### src/rtl/inst_queue_if.sv
// rtl/inst_queue_if.sv - fetch, memory and decoder handshakes of the instruction queue
interface inst_queue_if;
  logic [24:0] pc_i;
  logic        pc_valid_i;
  logic        pc_ready_o;
  logic        mem_req_o;
  logic [24:0] mem_addr_o;
  logic        mem_gnt_i;
  logic        mem_rvalid_i;
  logic [31:0] mem_rdata_i;
  logic        flush_i;
  logic        inst_valid_o;
  logic [31:0] inst_o;
  logic [24:0] inst_addr_o;
  logic        inst_ready_i;

  modport slave (
    input  pc_i, pc_valid_i, mem_gnt_i, mem_rvalid_i, mem_rdata_i, flush_i, inst_ready_i,
    output pc_ready_o, mem_req_o, mem_addr_o, inst_valid_o, inst_o, inst_addr_o
  );

  modport master (
    output pc_i, pc_valid_i, mem_gnt_i, mem_rvalid_i, mem_rdata_i, flush_i, inst_ready_i,
    input  pc_ready_o, mem_req_o, mem_addr_o, inst_valid_o, inst_o, inst_addr_o
  );
endinterface

### src/rtl/inst_queue.sv
// rtl/inst_queue.sv - credit-based instruction prefetch queue with flush/drain of in-flight reads
module inst_queue #(
  parameter int DEPTH = 4
) (
  input  logic         clk,
  input  logic         rst_n,
  inst_queue_if.slave  bus,
  output logic [3:0]   count_o,
  output logic         err_o
);

  localparam int PW = (DEPTH > 1) ? $clog2(DEPTH) : 1;
  localparam int CW = PW + 1;

  typedef enum logic {RUN = 1'b0, DRAIN = 1'b1} state_t;

  state_t        r_state, w_state_nxt;
  logic [CW-1:0] r_discard, w_discard_nxt;

  logic [24:0]   r_if_addr [DEPTH];
  logic [PW-1:0] r_if_wptr, r_if_rptr;
  logic [CW-1:0] r_if_cnt;

  logic [31:0]   r_dq_inst [DEPTH];
  logic [24:0]   r_dq_addr [DEPTH];
  logic [PW-1:0] r_dq_wptr, r_dq_rptr;
  logic [CW-1:0] r_dq_cnt;

  logic          r_err;

  logic [CW:0]   w_credits;
  logic          w_room, w_run, w_mem_req, w_grant, w_rsp_ok, w_pop, w_err_set, w_drop_now;
  logic [CW-1:0] w_outstanding;

  // Credits cover both buffered words and reads still owed by memory, so a grant never overflows.
  assign w_credits  = {1'b0, r_if_cnt} + {1'b0, r_dq_cnt};
  assign w_room     = w_credits < (CW+1)'(DEPTH);
  assign w_run      = (r_state == RUN);
  assign w_mem_req  = rst_n & bus.pc_valid_i & w_room & w_run & ~bus.flush_i;
  assign w_grant    = w_mem_req & bus.mem_gnt_i;
  assign w_rsp_ok   = bus.mem_rvalid_i & ~bus.flush_i & w_run & (r_if_cnt != '0);
  assign w_pop      = (r_dq_cnt != '0) & bus.inst_ready_i & ~bus.flush_i;
  assign w_err_set  = bus.mem_rvalid_i & ~bus.flush_i &
                      (w_run ? (r_if_cnt == '0) : (r_discard == '0));

  // Reads still owed by memory: tracked by the address FIFO in RUN, by the discard counter in DRAIN.
  assign w_outstanding = w_run ? r_if_cnt : r_discard;
  assign w_drop_now    = bus.mem_rvalid_i & (w_outstanding != '0);

  assign bus.mem_req_o    = w_mem_req;
  assign bus.mem_addr_o   = bus.pc_i;
  assign bus.pc_ready_o   = w_grant;
  assign bus.inst_valid_o = (r_dq_cnt != '0);
  assign bus.inst_o       = r_dq_inst[r_dq_rptr];
  assign bus.inst_addr_o  = r_dq_addr[r_dq_rptr];
  assign count_o          = 4'(r_dq_cnt);
  assign err_o            = r_err;

  always_ff @(posedge clk or negedge rst_n) begin
    if (!rst_n) begin
      r_state   <= RUN;
      r_discard <= '0;
    end else begin
      r_state   <= w_state_nxt;
      r_discard <= w_discard_nxt;
    end
  end

  always_comb begin
    w_state_nxt   = r_state;
    w_discard_nxt = r_discard;
    if (bus.flush_i) begin
      w_discard_nxt = w_outstanding - CW'(w_drop_now);
      w_state_nxt   = (w_discard_nxt != '0) ? DRAIN : RUN;
    end else if (r_state == DRAIN) begin
      if (bus.mem_rvalid_i && (r_discard != '0)) begin
        w_discard_nxt = r_discard - CW'(1);
      end
      if (w_discard_nxt == '0) begin
        w_state_nxt = RUN;
      end
    end
  end

  always_ff @(posedge clk or negedge rst_n) begin
    if (!rst_n) begin
      r_if_wptr <= '0;
      r_if_rptr <= '0;
      r_if_cnt  <= '0;
      r_dq_wptr <= '0;
      r_dq_rptr <= '0;
      r_dq_cnt  <= '0;
      for (int i = 0; i < DEPTH; i++) begin
        r_if_addr[i] <= '0;
        r_dq_inst[i] <= '0;
        r_dq_addr[i] <= '0;
      end
    end else if (bus.flush_i) begin
      r_if_wptr <= '0;
      r_if_rptr <= '0;
      r_if_cnt  <= '0;
      r_dq_wptr <= '0;
      r_dq_rptr <= '0;
      r_dq_cnt  <= '0;
    end else begin
      if (w_grant) begin
        r_if_addr[r_if_wptr] <= bus.pc_i;
        r_if_wptr            <= r_if_wptr + PW'(1);
      end
      if (w_rsp_ok) begin
        r_dq_inst[r_dq_wptr] <= bus.mem_rdata_i;
        r_dq_addr[r_dq_wptr] <= r_if_addr[r_if_rptr];
        r_dq_wptr            <= r_dq_wptr + PW'(1);
        r_if_rptr            <= r_if_rptr + PW'(1);
      end
      if (w_pop) begin
        r_dq_rptr <= r_dq_rptr + PW'(1);
      end
      r_if_cnt <= r_if_cnt + CW'(w_grant) - CW'(w_rsp_ok);
      r_dq_cnt <= r_dq_cnt + CW'(w_rsp_ok) - CW'(w_pop);
    end
  end

  always_ff @(posedge clk or negedge rst_n) begin
    if (!rst_n) begin
      r_err <= 1'b0;
    end else if (w_err_set) begin
      r_err <= 1'b1;
    end
  end

endmodule

### src/flat_wrapper.sv
// flat-port wrapper written by rule: the top's interface ports become plain ports
module inst_queue_flat 
#(
  parameter int DEPTH = 4
)
  (clk, rst_n, count_o, err_o, bus_pc_i, bus_pc_valid_i, bus_mem_gnt_i, bus_mem_rvalid_i, bus_mem_rdata_i, bus_flush_i, bus_inst_ready_i, bus_pc_ready_o, bus_mem_req_o, bus_mem_addr_o, bus_inst_valid_o, bus_inst_o, bus_inst_addr_o);
  inst_queue_if bus_i ();
  input  logic clk;
  input  logic rst_n;
  output logic [3:0] count_o;
  output logic err_o;
  input wire logic [$bits(bus_i.pc_i)-1:0] bus_pc_i;
  input wire logic [$bits(bus_i.pc_valid_i)-1:0] bus_pc_valid_i;
  input wire logic [$bits(bus_i.mem_gnt_i)-1:0] bus_mem_gnt_i;
  input wire logic [$bits(bus_i.mem_rvalid_i)-1:0] bus_mem_rvalid_i;
  input wire logic [$bits(bus_i.mem_rdata_i)-1:0] bus_mem_rdata_i;
  input wire logic [$bits(bus_i.flush_i)-1:0] bus_flush_i;
  input wire logic [$bits(bus_i.inst_ready_i)-1:0] bus_inst_ready_i;
  output wire logic [$bits(bus_i.pc_ready_o)-1:0] bus_pc_ready_o;
  output wire logic [$bits(bus_i.mem_req_o)-1:0] bus_mem_req_o;
  output wire logic [$bits(bus_i.mem_addr_o)-1:0] bus_mem_addr_o;
  output wire logic [$bits(bus_i.inst_valid_o)-1:0] bus_inst_valid_o;
  output wire logic [$bits(bus_i.inst_o)-1:0] bus_inst_o;
  output wire logic [$bits(bus_i.inst_addr_o)-1:0] bus_inst_addr_o;
  assign bus_i.pc_i = bus_pc_i;
  assign bus_i.pc_valid_i = bus_pc_valid_i;
  assign bus_i.mem_gnt_i = bus_mem_gnt_i;
  assign bus_i.mem_rvalid_i = bus_mem_rvalid_i;
  assign bus_i.mem_rdata_i = bus_mem_rdata_i;
  assign bus_i.flush_i = bus_flush_i;
  assign bus_i.inst_ready_i = bus_inst_ready_i;
  assign bus_pc_ready_o = bus_i.pc_ready_o;
  assign bus_mem_req_o = bus_i.mem_req_o;
  assign bus_mem_addr_o = bus_i.mem_addr_o;
  assign bus_inst_valid_o = bus_i.inst_valid_o;
  assign bus_inst_o = bus_i.inst_o;
  assign bus_inst_addr_o = bus_i.inst_addr_o;
  inst_queue #(.DEPTH(DEPTH)) u_core (.clk(clk), .rst_n(rst_n), .bus(bus_i), .count_o(count_o), .err_o(err_o));
endmodule
### config.mk
export PLATFORM = sky130hd
export DESIGN_NAME = inst_queue_flat
export DESIGN_NICKNAME = d
export VERILOG_FILES = /design/src/rtl/inst_queue_if.sv /design/src/rtl/inst_queue.sv /design/src/flat_wrapper.sv
export SDC_FILE = /design/constraint.sdc
export NUM_CORES = 1
export LEC_CHECK = 0
export CORE_MARGIN = 5
export CORE_UTILIZATION = 40
export DETAILED_ROUTE_END_ITERATION = 8
export GPL_TIMING_DRIVEN = 0
export PLACE_DENSITY = 0.73
export SYNTH_ARGS = -nofsm -noshare
export SYNTH_HDL_FRONTEND = slang
export SYNTH_SLANG_ARGS = --single-unit
### constraint.sdc
create_clock -name clk -period 2.8 [get_ports clk]
set_clock_uncertainty 0.2 [all_clocks]
set_input_delay 0.56 -clock clk [delete_from_list [all_inputs] [get_ports clk]]
set_output_delay 0.56 -clock clk [all_outputs]
set_load 0.03 [all_outputs]
==> results of run 1 <==
-- cell usage in the layout, fill, tap and decap left out, types with 3 or more instances in the layout --
| cell | synthesis | final |
|---|---|---|
| mux2i_1 | 6 | 6 |
| bufinv_16 | 0 | 3 |
| nor2_1 | 11 | 11 |
| dfrtp_2 | 0 | 4 |
| clkbuf_1 | 11 | 15 |
| clkbuf_8 | 0 | 9 |
| nor2b_1 | 5 | 5 |
| mux2_1 | 80 | 80 |
| mux2_2 | 128 | 128 |
| ha_1 | 18 | 16 |
| and3_1 | 4 | 3 |
| buf_12 | 17 | 22 |
| xor2_1 | 4 | 3 |
| nand2_8 | 4 | 4 |
| clkinv_2 | 0 | 4 |
| buf_6 | 9 | 49 |
| buf_4 | 35 | 52 |
| dfrtp_1 | 347 | 343 |
| clkdlybuf4s50_1 | 0 | 89 |
| nand2_4 | 4 | 4 |
| clkbuf_16 | 0 | 43 |
| inv_1 | 15 | 15 |
| buf_2 | 8 | 22 |
| mux4_2 | 82 | 82 |
| xnor2_1 | 7 | 7 |
| buf_8 | 0 | 4 |
| a21o_1 | 3 | 3 |
| mux2_4 | 120 | 120 |
| nand3_1 | 3 | 3 |
| a21oi_1 | 3 | 3 |
| nand2_1 | 9 | 9 |
| buf_16 | 0 | 7 |
-- registers in the layout (all words and copies together) (netlist names), 3 cells and up --
register	count
u_core.r_discard	3
u_core.r_dq_addr	100
u_core.r_dq_cnt	3
u_core.r_dq_inst	128
u_core.r_if_addr	100
u_core.r_if_cnt	3
-- power by group through the flow --
stage               Sequential, mW  Clock (mW)  Combinational, mW
finish                        5.63        5.21               3.25
global route                  5.68        5.55               3.51
global placement              5.68           0               2.78
CTS                           5.62        5.36               3.32
detailed placement            5.69           0               2.87
floorplan                     5.65           0               1.87
-- final cells by class --
cell class	count	area [um^2]	share of cell area, %
Inverter	15	56.3	0.275
Timing Repair Buffer	179	1900	9.28
Sequential cell	347	8690	42.5
Clock buffer	60	1180	5.76
Clock inverter	10	135	0.661
Tap cell	532	666	3.26
Buffer	80	875	4.28
Multi-Input combinational cell	514	6940	34.0
-- repair_timing --
item,4_1_cts,5_1_grt
gates cloned,4,0
hold buffers,2,0
resized for setup,414,17
pin swaps,4,2
setup buffers,18,3
endpoints found under the setup margin,64,37
hold endpoints to repair,48,0
-- path summary, 6_finish.rpt --
check	end	slack, ps	cells after the start
min in group asynchronous	u_core.r_dq_inst[53]	440	3
max in group asynchronous	u_core.r_if_addr[96]	1090	4
max	bus_inst_o[10]	-80	5
max reg2reg	u_core.r_if_cnt[2]	20	12
min	u_core.err_o	270	1
min reg2reg	u_core.err_o	270	1
-- stage by stage --
| stage | cell area, um^2 | utilization (%) | setup slack, ps | instances | hold WS (ps) |
|---|---|---|---|---|---|
| floorplan | 16500 | - | 31.1 | 959 | 64.4 |
| global placement | 18600 | 45.7 | -14990 | 1642 | 254 |
| detailed placement | 18700 | 45.9 | -805 | 1645 | 260 |
| CTS | 20400 | 50.1 | -108 | 1736 | 273 |
| global route | 20400 | 50.2 | -142 | 1737 | 293 |
| finish | 20400 | 50.2 | -77.8 | 1737 | 268 |
-- routing by layer --
| layer | wire, um | up-vias | GRT usage (%) | share of wire, % |
|---|---|---|---|---|
| li1 | - | 3940 | - | - |
| met1 | 16000 | 4692 | 21.7 | 45 |
| met2 | 17300 | 170 | 26.7 | 48 |
| met3 | 1530 | 57 | 3.00 | 4.3 |
| met4 | 945 | 0 | 5.32 | 2.6 |
| met5 | 0 | - | 0 | 0 |
-- kinds of logic (layout without fill, tap and decap cells) --
family | count (synthesis) | in the layout | share of synthesized area [%]
DFF | 347 | 347 | 52.9
other | 1 | 1 | 0.0228
xor gates and xnor gates | 11 | 11 | 0.587
buffers and inverters | 98 | 344 | 5.20
muxes | 416 | 416 | 36.8
adders and majority gates | 20 | 20 | 1.62
AOI/OAI and AO/OA | 13 | 13 | 0.564
and+or+nand+nor | 53 | 53 | 2.31
==> impl_metrics.env, run 1 <==
export IMPL_status="finished with violations"
export IMPL_violations="negative setup slack"
export IMPL_p_per_area_nw_per_um2=690
export IMPL_relSlewSlack_pct=50.2
export IMPL_synthTopCellsByCount="dfrtp_1, mux2_2, mux2_4"
export IMPL_synthCells=959
export IMPL_worstSetupEndpointType="output pin"
export IMPL_synth_flop_cell="dfrtp_1"
export IMPL_crit_arrival_ps=2120
export IMPL_grt_overflow_total=0
export IMPL_ys_top_cells_by_area="dfrtp_1, mux4_2, mux2_4, mux2_2, mux2_1"
export IMPL_clock_fmax_mhz=347
export IMPL_ant_nets=0
export IMPL_synth_nets=1043
export IMPL_p_total_mw=14.1
export IMPL_timing_hold_violations_final=0
export IMPL_worstSkewPairLatency_ps=550
export IMPL_critical_path_buf_inv_count=4
export IMPL_synth_seq_cells=347
export IMPL_path_class="flop to output pin"
export IMPL_switching_share_pct=27.0
export IMPL_fin_crit_ps=2880
export IMPL_grt_pass1_wl_um=57200
export IMPL_cts_root_buffer="clkbuf_16"
export IMPL_synthArstFlopShare_pct=100
export IMPL_drt_wl_total_um=35800
export IMPL_power_frac_seq_pct=40.0
export IMPL_final_nets=1261
export IMPL_die_y_um=213
export IMPL_synth_edff_count=0
export IMPL_num_vias=8859
export IMPL_crit_slowest_cell="mux4_2"
export IMPL_crit_chain="buf_12 > buf_12 > buf_16 > mux4_2 > buf_6"
export IMPL_start_util_pct=40.3
export IMPL_yosys_area_top_type="dfrtp_1"
export IMPL_grt_max_degree=120
export IMPL_globalplace_congestion=0.761
export IMPL_syn_cell_area_um2=16400
export IMPL_yosysSeqAreaShare_pct=52.9
export IMPL_setup_viol=20
export IMPL_worstHoldStart="u_core.err_o"
export IMPL_tightest_slew_ps=748
export IMPL_start_kind="flop"
export IMPL_cts_tree="yes"
export IMPL_yosysMostFrequentCell="dfrtp_1"
export IMPL_nFillCells=3384
export IMPL_critical_path_max_stage_delay_ps=540
export IMPL_clk_pin_slew_ps=60
export IMPL_synth_cell_types=45
export IMPL_pwr_share_comb_pct=23.1
export IMPL_fin_ws_ps=-77.8
export IMPL_cts_buffer_depth=3
export IMPL_crit_path_start="u_core.r_dq_rptr[0]"
export IMPL_synth_top_area_share_pct=52.9
export IMPL_ir_drop_v=0.000348
export IMPL_intPower_mw=10.3
export IMPL_rsz0062_at_grt="true"
export IMPL_p_leak_nw=10.2
export IMPL_die_w_um=213
export IMPL_portBuffers=151
export IMPL_p_sw_mw=3.81
export IMPL_antennaDiodeCount=0
export IMPL_cp_top_family="buffers and inverters"
export IMPL_first_iter_violations=425
export IMPL_cts_max_level=2
export IMPL_cp_max_fo=6
export IMPL_period_share_pct=103
export IMPL_synthToLayoutAreaGrowth_pct=24.4
export IMPL_vias_per_cell=5.10
export IMPL_drive_gt1_share_pct=47.6
export IMPL_syn_area_per_cell_um2=17.1
export IMPL_cp_common_cell="buf_12"
export IMPL_cts_sinks=347
export IMPL_routedWlPerCell_um=20.6
export IMPL_p_clk_share_pct=37.0
export IMPL_cts_made_buffers=40
export IMPL_timing_rr_start="u_core.r_if_cnt[1]"
export IMPL_critPathRequiredTime_ps=2040
export IMPL_yosysWarnings=0
export IMPL_die_area_um2=45200
export IMPL_cap_violations=0
export IMPL_antenna_found_initial=1
export IMPL_hp_class="flop to flop"
export IMPL_fin_setup_tns_ps=-856
export IMPL_drv_slew=0
export IMPL_top_level_ports=154
export IMPL_dpl_hpwl_um=23500
export IMPL_drc_errors=0
export IMPL_rows=74
export IMPL_drtPass1Iterations=4
export IMPL_core_area_um2=40700
export IMPL_first_global_vias=10000
export IMPL_track_usage_pct=16.1
Note: power is estimated with default switching activity, not from simulation.
==> inputs of run 2 (changes only) <==
--- a/config.mk
+++ b/config.mk
@@ -10,6 +10,7 @@
 export DETAILED_ROUTE_END_ITERATION = 8
 export GPL_TIMING_DRIVEN = 0
 export PLACE_DENSITY = 0.73
+export REMOVE_ABC_BUFFERS = 1
 export SYNTH_ARGS = -nofsm -noshare
 export SYNTH_HDL_FRONTEND = slang
 export SYNTH_SLANG_ARGS = --single-unit
==> run 2 against run 1 <==
Sequential share of layout area is 0.50 points higher. Via count is 1.1% lower. Clock power hardly changed. Die area stayed put. Setup slack worse by 68 ps. Utilization is 0.53 points lower. Sequential power hardly changed. Maximum frequency is 2.3% lower. The flow still finishes with violations (negative setup slack). Wire length is 2.3% higher. First-iteration DRC count is 9.6% lower. Cell area is 1.1% lower.
==> impl_metrics.env, run 2 (synthesis gave the netlist of run 1 again) <==
export IMPL_drtPass1Iterations=4
export IMPL_worstSkewPairLatency_ps=540
export IMPL_drt_wl_total_um=36600
export IMPL_intPower_mw=10.4
export IMPL_seq_area_um2=8700
export IMPL_routedWlPerCell_um=21.7
export IMPL_layoutNonFillerInstCount=1689
export IMPL_antenna_found_initial=0
export IMPL_ir_drop_v=0.000638
export IMPL_mostFrequentLayoutCell="dfrtp_1"
export IMPL_vias_per_cell=5.19
export IMPL_first_global_vias=9931
export IMPL_fin_ws_ps=-146
export IMPL_worstSetupEndpointType="output pin"
export IMPL_drv_slew=0
export IMPL_hp_class="input port to asynchronous set/reset pin"
export IMPL_first_iter_violations=384
export IMPL_top_level_ports=154
export IMPL_fin_setup_tns_ps=-1580
export IMPL_crit_path_start="u_core.r_dq_rptr[0]"
export IMPL_layout_common_cells="dfrtp_1, mux2_2, mux2_4"
export IMPL_cts_made_buffers=41
export IMPL_cts_sinks=347
export IMPL_drc_errors=0
export IMPL_p_total_mw=14.3
export IMPL_num_vias=8764
export IMPL_switching_share_pct=27.3
export IMPL_cts_buffer_depth=3
export IMPL_power_frac_seq_pct=39.4
export IMPL_cts_max_level=2
export IMPL_largest_register="u_core.r_dq_inst"
export IMPL_grt_max_degree=108
export IMPL_p_clk_share_pct=36.4
export IMPL_cts_root_buffer="clkbuf_16"
export IMPL_relSlewSlack_pct=43.7
export IMPL_largest_reg_flops=128
export IMPL_rsz0062_at_grt="true"
export IMPL_nFillCells=3426
export IMPL_p_per_area_nw_per_um2=709
export IMPL_dpl_hpwl_um=19500
export IMPL_p_leak_nw=10.0
export IMPL_core_area_um2=40700
export IMPL_ant_nets=0
export IMPL_fin_crit_ps=2950
export IMPL_critPathRequiredTime_ps=2040
export IMPL_final_nets=1212
export IMPL_drive_gt1_share_pct=46.2
export IMPL_die_y_um=213
export IMPL_cap_violations=0
export IMPL_status="finished with violations"
export IMPL_tightest_slew_ps=845
export IMPL_violations="negative setup slack"
export IMPL_p_sw_mw=3.92
export IMPL_dp_cells=1566
export IMPL_clk_pin_slew_ps=60
export IMPL_start_kind="flop"
export IMPL_multiInputGateArea_um2=6960
export IMPL_grt_pass1_wl_um=57600
export IMPL_track_usage_pct=16.4
export IMPL_die_w_um=213
export IMPL_grt_overflow_total=0
export IMPL_crit_arrival_ps=2190
export IMPL_cp_max_fo=6
export IMPL_synthToLayoutAreaGrowth_pct=23.1
export IMPL_reg_largest_list="u_core.r_dq_inst x128, u_core.r_dq_addr x100, u_core.r_if_addr x100"
export IMPL_pwr_share_comb_pct=24.2
export IMPL_clock_fmax_mhz=339
export IMPL_timing_rr_start="u_core.r_if_cnt[1]"
export IMPL_start_util_pct=40.3
export IMPL_portBuffers=152
export IMPL_path_class="flop to output pin"
export IMPL_die_area_um2=45200
export IMPL_period_share_pct=105
export IMPL_cts_tree="yes"
export IMPL_antennaDiodeCount=0
export IMPL_globalplace_congestion=0.730
export IMPL_timing_hold_violations_final=0
export IMPL_rows=74
export IMPL_setup_viol=45
-- run 2: changes by cell type in the layout (fill, tap and decap cells not counted), sizes merged, moves of 2 or more --
cell / previous run / this run
buf: 156 / 110
bufbuf: 0 / 3
clkbuf: 71 / 61
clkinv: 4 / 7
clkinvlp: 1 / 3
dlygate4sd3: 1 / 3
-- run 2: stage by stage --
step | setup slack, ps | hold slack, ps | instance area (um^2) | util (%)
global route | -226 | 46.0 | 20200 | 49.6
global placement | -13610 | 267 | 17800 | 43.7
detailed placement | -1360 | 276 | 18000 | 44.2
CTS | -206 | 20.8 | 19800 | 48.7
floorplan | -1060 | 64.4 | 15600 | -
finish | -146 | 41.5 | 20200 | 49.6
-- run 2: worst max-delay path, cell delays in order (launching register included) --
cell and delay, ps:
dfrtp_4 500, buf_8 140, buf_12 140, buf_16 150, buf_12 120, mux4_2 420
buf_6 160
-- run 2: power groups by stage --
stage                     registers [mW]  logic [mW]  clock network, mW
after floorplan                     5.81        1.59                  0
after global placement              5.94        2.41                  0
after detailed placement            5.86        2.60                  0
after CTS                           5.64        3.18               5.41
after global routing                5.69        3.75               5.59
final                               5.65        3.47               5.22
-- run 2: cell type report --
| class | count | share of cell area, % |
|---|---|---|
| tap | 532 | 3.29 |
| multi-input combinational | 514 | 34.4 |
| clock buffer | 59 | 5.92 |
| clock inverter | 13 | 0.644 |
| sequential | 347 | 43.0 |
| inverter | 15 | 0.278 |
| timing repair buffer | 209 | 12.5 |
-- run 2: worst paths after layout --
check	depth (start not counted)	to	slack (ps)
max	6	bus_inst_o[1]	-150
min	4	u_core.r_if_addr[13]	40
max reg2reg	12	u_core.r_if_cnt[2]	-90
min reg2reg	1	u_core.r_if_addr[48]	290
max in group asynchronous	5	u_core.r_if_addr[6]	1610
min in group clk	1	u_core.r_if_addr[48]	290
-- run 2: metal layers --
layer	vias to the layer above	track usage, %	wire length, um
met5	-	0	0
met2	190	26.4	17300
met3	58	3.05	1780
li1	3845	-	-
met4	0	5.12	962
met1	4671	22.8	16600
-- run 2: repair_timing --
action	4_1_cts	5_1_grt
resized for setup	346	105
hold endpoints to repair	121	0
pin swaps	6	6
cloned	6	1
buffers inserted	17	19
hold buffers	8	0
endpoints found under the setup margin	393	162
==> inputs of run 3 (changes only) <==
--- a/config.mk
+++ b/config.mk
@@ -5,6 +5,7 @@
 export SDC_FILE = /design/constraint.sdc
 export NUM_CORES = 1
 export LEC_CHECK = 0
+export CORE_ASPECT_RATIO = 0.8
 export CORE_MARGIN = 5
 export CORE_UTILIZATION = 40
 export DETAILED_ROUTE_END_ITERATION = 8
==> run 3 against run 2 <==
The run still ends with negative setup slack left. Cell area decreased by 1.8%. Non-clock buffer count decreased by 11. Clock-buffer cell count decreased by 2. Utilization decreased by 0.78 points. Maximum frequency increased by 3.4%. First-iteration DRC count increased by 4.9%. Setup slack improved by 97 ps. Clock power decreased by 4%. Combinational power decreased by 8.4%. Critical path depth decreased by 1. Total power decreased by 3.3%. Largest cell class unchanged. Highest routed layer unchanged.
==> impl_metrics.env, run 3 (synthesis gave the netlist of run 1 again) <==
export IMPL_tightest_slew_ps=800
export IMPL_relSlewSlack_pct=46.7
export IMPL_top_layer_used="met4"
export IMPL_met1_length_um=16700
export IMPL_portBuffers=152
export IMPL_drtPass1Iterations=4
export IMPL_critPathRequiredTime_ps=2040
export IMPL_first_iter_violations=403
export IMPL_largest_register="u_core.r_dq_inst"
export IMPL_nFillCells=3450
export IMPL_synthToLayoutAreaGrowth_pct=20.9
export IMPL_ant_nets=0
export IMPL_drt_wl_total_um=36000
export IMPL_die_area_um2=45200
export IMPL_drv_slew=0
export IMPL_ir_drop_v=0.000455
export IMPL_globalplace_congestion=0.719
export IMPL_cts_tree="yes"
export IMPL_grt_pass1_wl_um=57600
export IMPL_drc_errors=0
export IMPL_setup_viol=8
export IMPL_cp_max_fo=5
export IMPL_drive_gt1_share_pct=45.4
export IMPL_cts_buffer_depth=3
export IMPL_routedWlPerCell_um=21.4
export IMPL_rsz0062_at_grt="true"
export IMPL_start_util_pct=40.4
export IMPL_worstSetupEndpointType="output pin"
export IMPL_p_per_area_nw_per_um2=699
export IMPL_utilization_pct=48.9
export IMPL_die_w_um=237
export IMPL_path_class="flop to output pin"
export IMPL_final_nets=1199
export IMPL_p_total_mw=13.9
export IMPL_core_area_um2=40600
export IMPL_period_share_pct=102
export IMPL_die_y_um=191
export IMPL_status="finished with violations"
export IMPL_dpl_hpwl_um=19100
export IMPL_seq_area_um2=8700
export IMPL_cts_max_level=2
export IMPL_fin_setup_tns_ps=-181
export IMPL_vias_per_cell=5.16
export IMPL_start_kind="flop"
export IMPL_routed_wl_met2_um=17500
export IMPL_cts_sinks=347
export IMPL_top_level_ports=154
export IMPL_rows=66
export IMPL_cts_root_buffer="clkbuf_16"
export IMPL_reg_largest_list="u_core.r_dq_inst x128, u_core.r_dq_addr x100, u_core.r_if_addr x100"
export IMPL_violations="negative setup slack"
export IMPL_fin_crit_ps=2850
export IMPL_wl_met3_um=1320
export IMPL_clock_fmax_mhz=351
export IMPL_worstSkewPairLatency_ps=520
export IMPL_timing_hold_violations_final=0
export IMPL_p_leak_nw=9.81
export IMPL_largest_reg_flops=128
export IMPL_num_vias=8691
export IMPL_cts_made_buffers=39
export IMPL_mostFrequentLayoutCell="dfrtp_1"
export IMPL_antennaDiodeCount=0
export IMPL_antenna_found_initial=1
export IMPL_hp_class="input port to asynchronous set/reset pin"
export IMPL_multiInputGateArea_um2=6980
export IMPL_layout_common_cells="dfrtp_1, mux2_2, mux2_4"
export IMPL_clk_pin_slew_ps=60
export IMPL_crit_arrival_ps=2090
export IMPL_grt_overflow_total=0
export IMPL_track_usage_pct=16.0
export IMPL_dpl_worst_slack_ps=-1170
export IMPL_cap_violations=0
export IMPL_first_global_vias=9712
export IMPL_grt_max_degree=129
export IMPL_fin_ws_ps=-49.2
==> run 3: cell types whose count changed in the layout (fill, tap and decap cells not counted), moves of 5 or more <==
cell / previous run / this run
buf_16: 11 / 6
buf_2: 7 / 25
buf_4: 10 / 15
buf_6: 67 / 36
==> run 3: routing by layer <==
layer / vias up / track usage (%)
li1: 3831 / -
met1: 4666 / 22.1
met2: 147 / 27.0
met3: 47 / 3.19
met4: 0 / 2.89
met5: - / 0
==> run 3: power by group <==
part / switching [mW] / total, mW / internal (mW)
Combinational: 1.54 / 3.18 / 1.64
Clock: 2.03 / 5.03 / 3.00
Sequential: 0.263 / 5.66 / 5.40
Total: 3.83 / 13.9 / 10.0
==> run 3: layout make-up <==
class | instances | area share, %
multi-input combinational | 514 | 35.2
tap | 544 | 3.43
inverter | 15 | 0.284
timing repair buffer | 198 | 10.9
sequential | 347 | 43.8
clock buffer | 57 | 5.92
clock inverter | 10 | 0.454
==> run 3: path summary, 6_finish.rpt <==
kind                                      start              endpoint  slack, ps  cells after the start
setup / recovery            u_core.r_dq_rptr[0]        bus_inst_o[21]        -50                      5
hold / removal                            rst_n  u_core.r_if_addr[72]        140                      5
setup reg to reg             u_core.r_if_cnt[1]    u_core.r_if_cnt[2]         30                     12
hold reg to reg            u_core.r_if_addr[79]  u_core.r_if_addr[79]        290                      1
max in group asynchronous                 rst_n    u_core.r_if_cnt[2]       1050                      5
min in group clk           u_core.r_if_addr[79]  u_core.r_if_addr[79]        290                      1
==> run 3: critical path: stages (launching register included) <==
cell and delay, ps:
dfrtp_4 540, buf_12 170, buf_16 150, buf_8 130
mux4_2 420, buf_6 150
==> run 3: what timing repair did <==
item                                    4_1_cts  5_1_grt
hold endpoints to repair                     81        0
hold buffers                                 10        0
gates cloned                                  5        2
setup buffers                                22        3
pin swaps                                     6        4
endpoints found under the setup margin      391       57
gates resized for setup                     315       98
==> run 3: per-stage QoR <==
stage               std cells  area, um^2  hold WS [ps]
global route             1685       19900           139
CTS                      1682       19800           114
global placement         1572       17800           260
finish                   1685       19900           140
detailed placement       1578       18000           277
floorplan                 876       15600          64.4
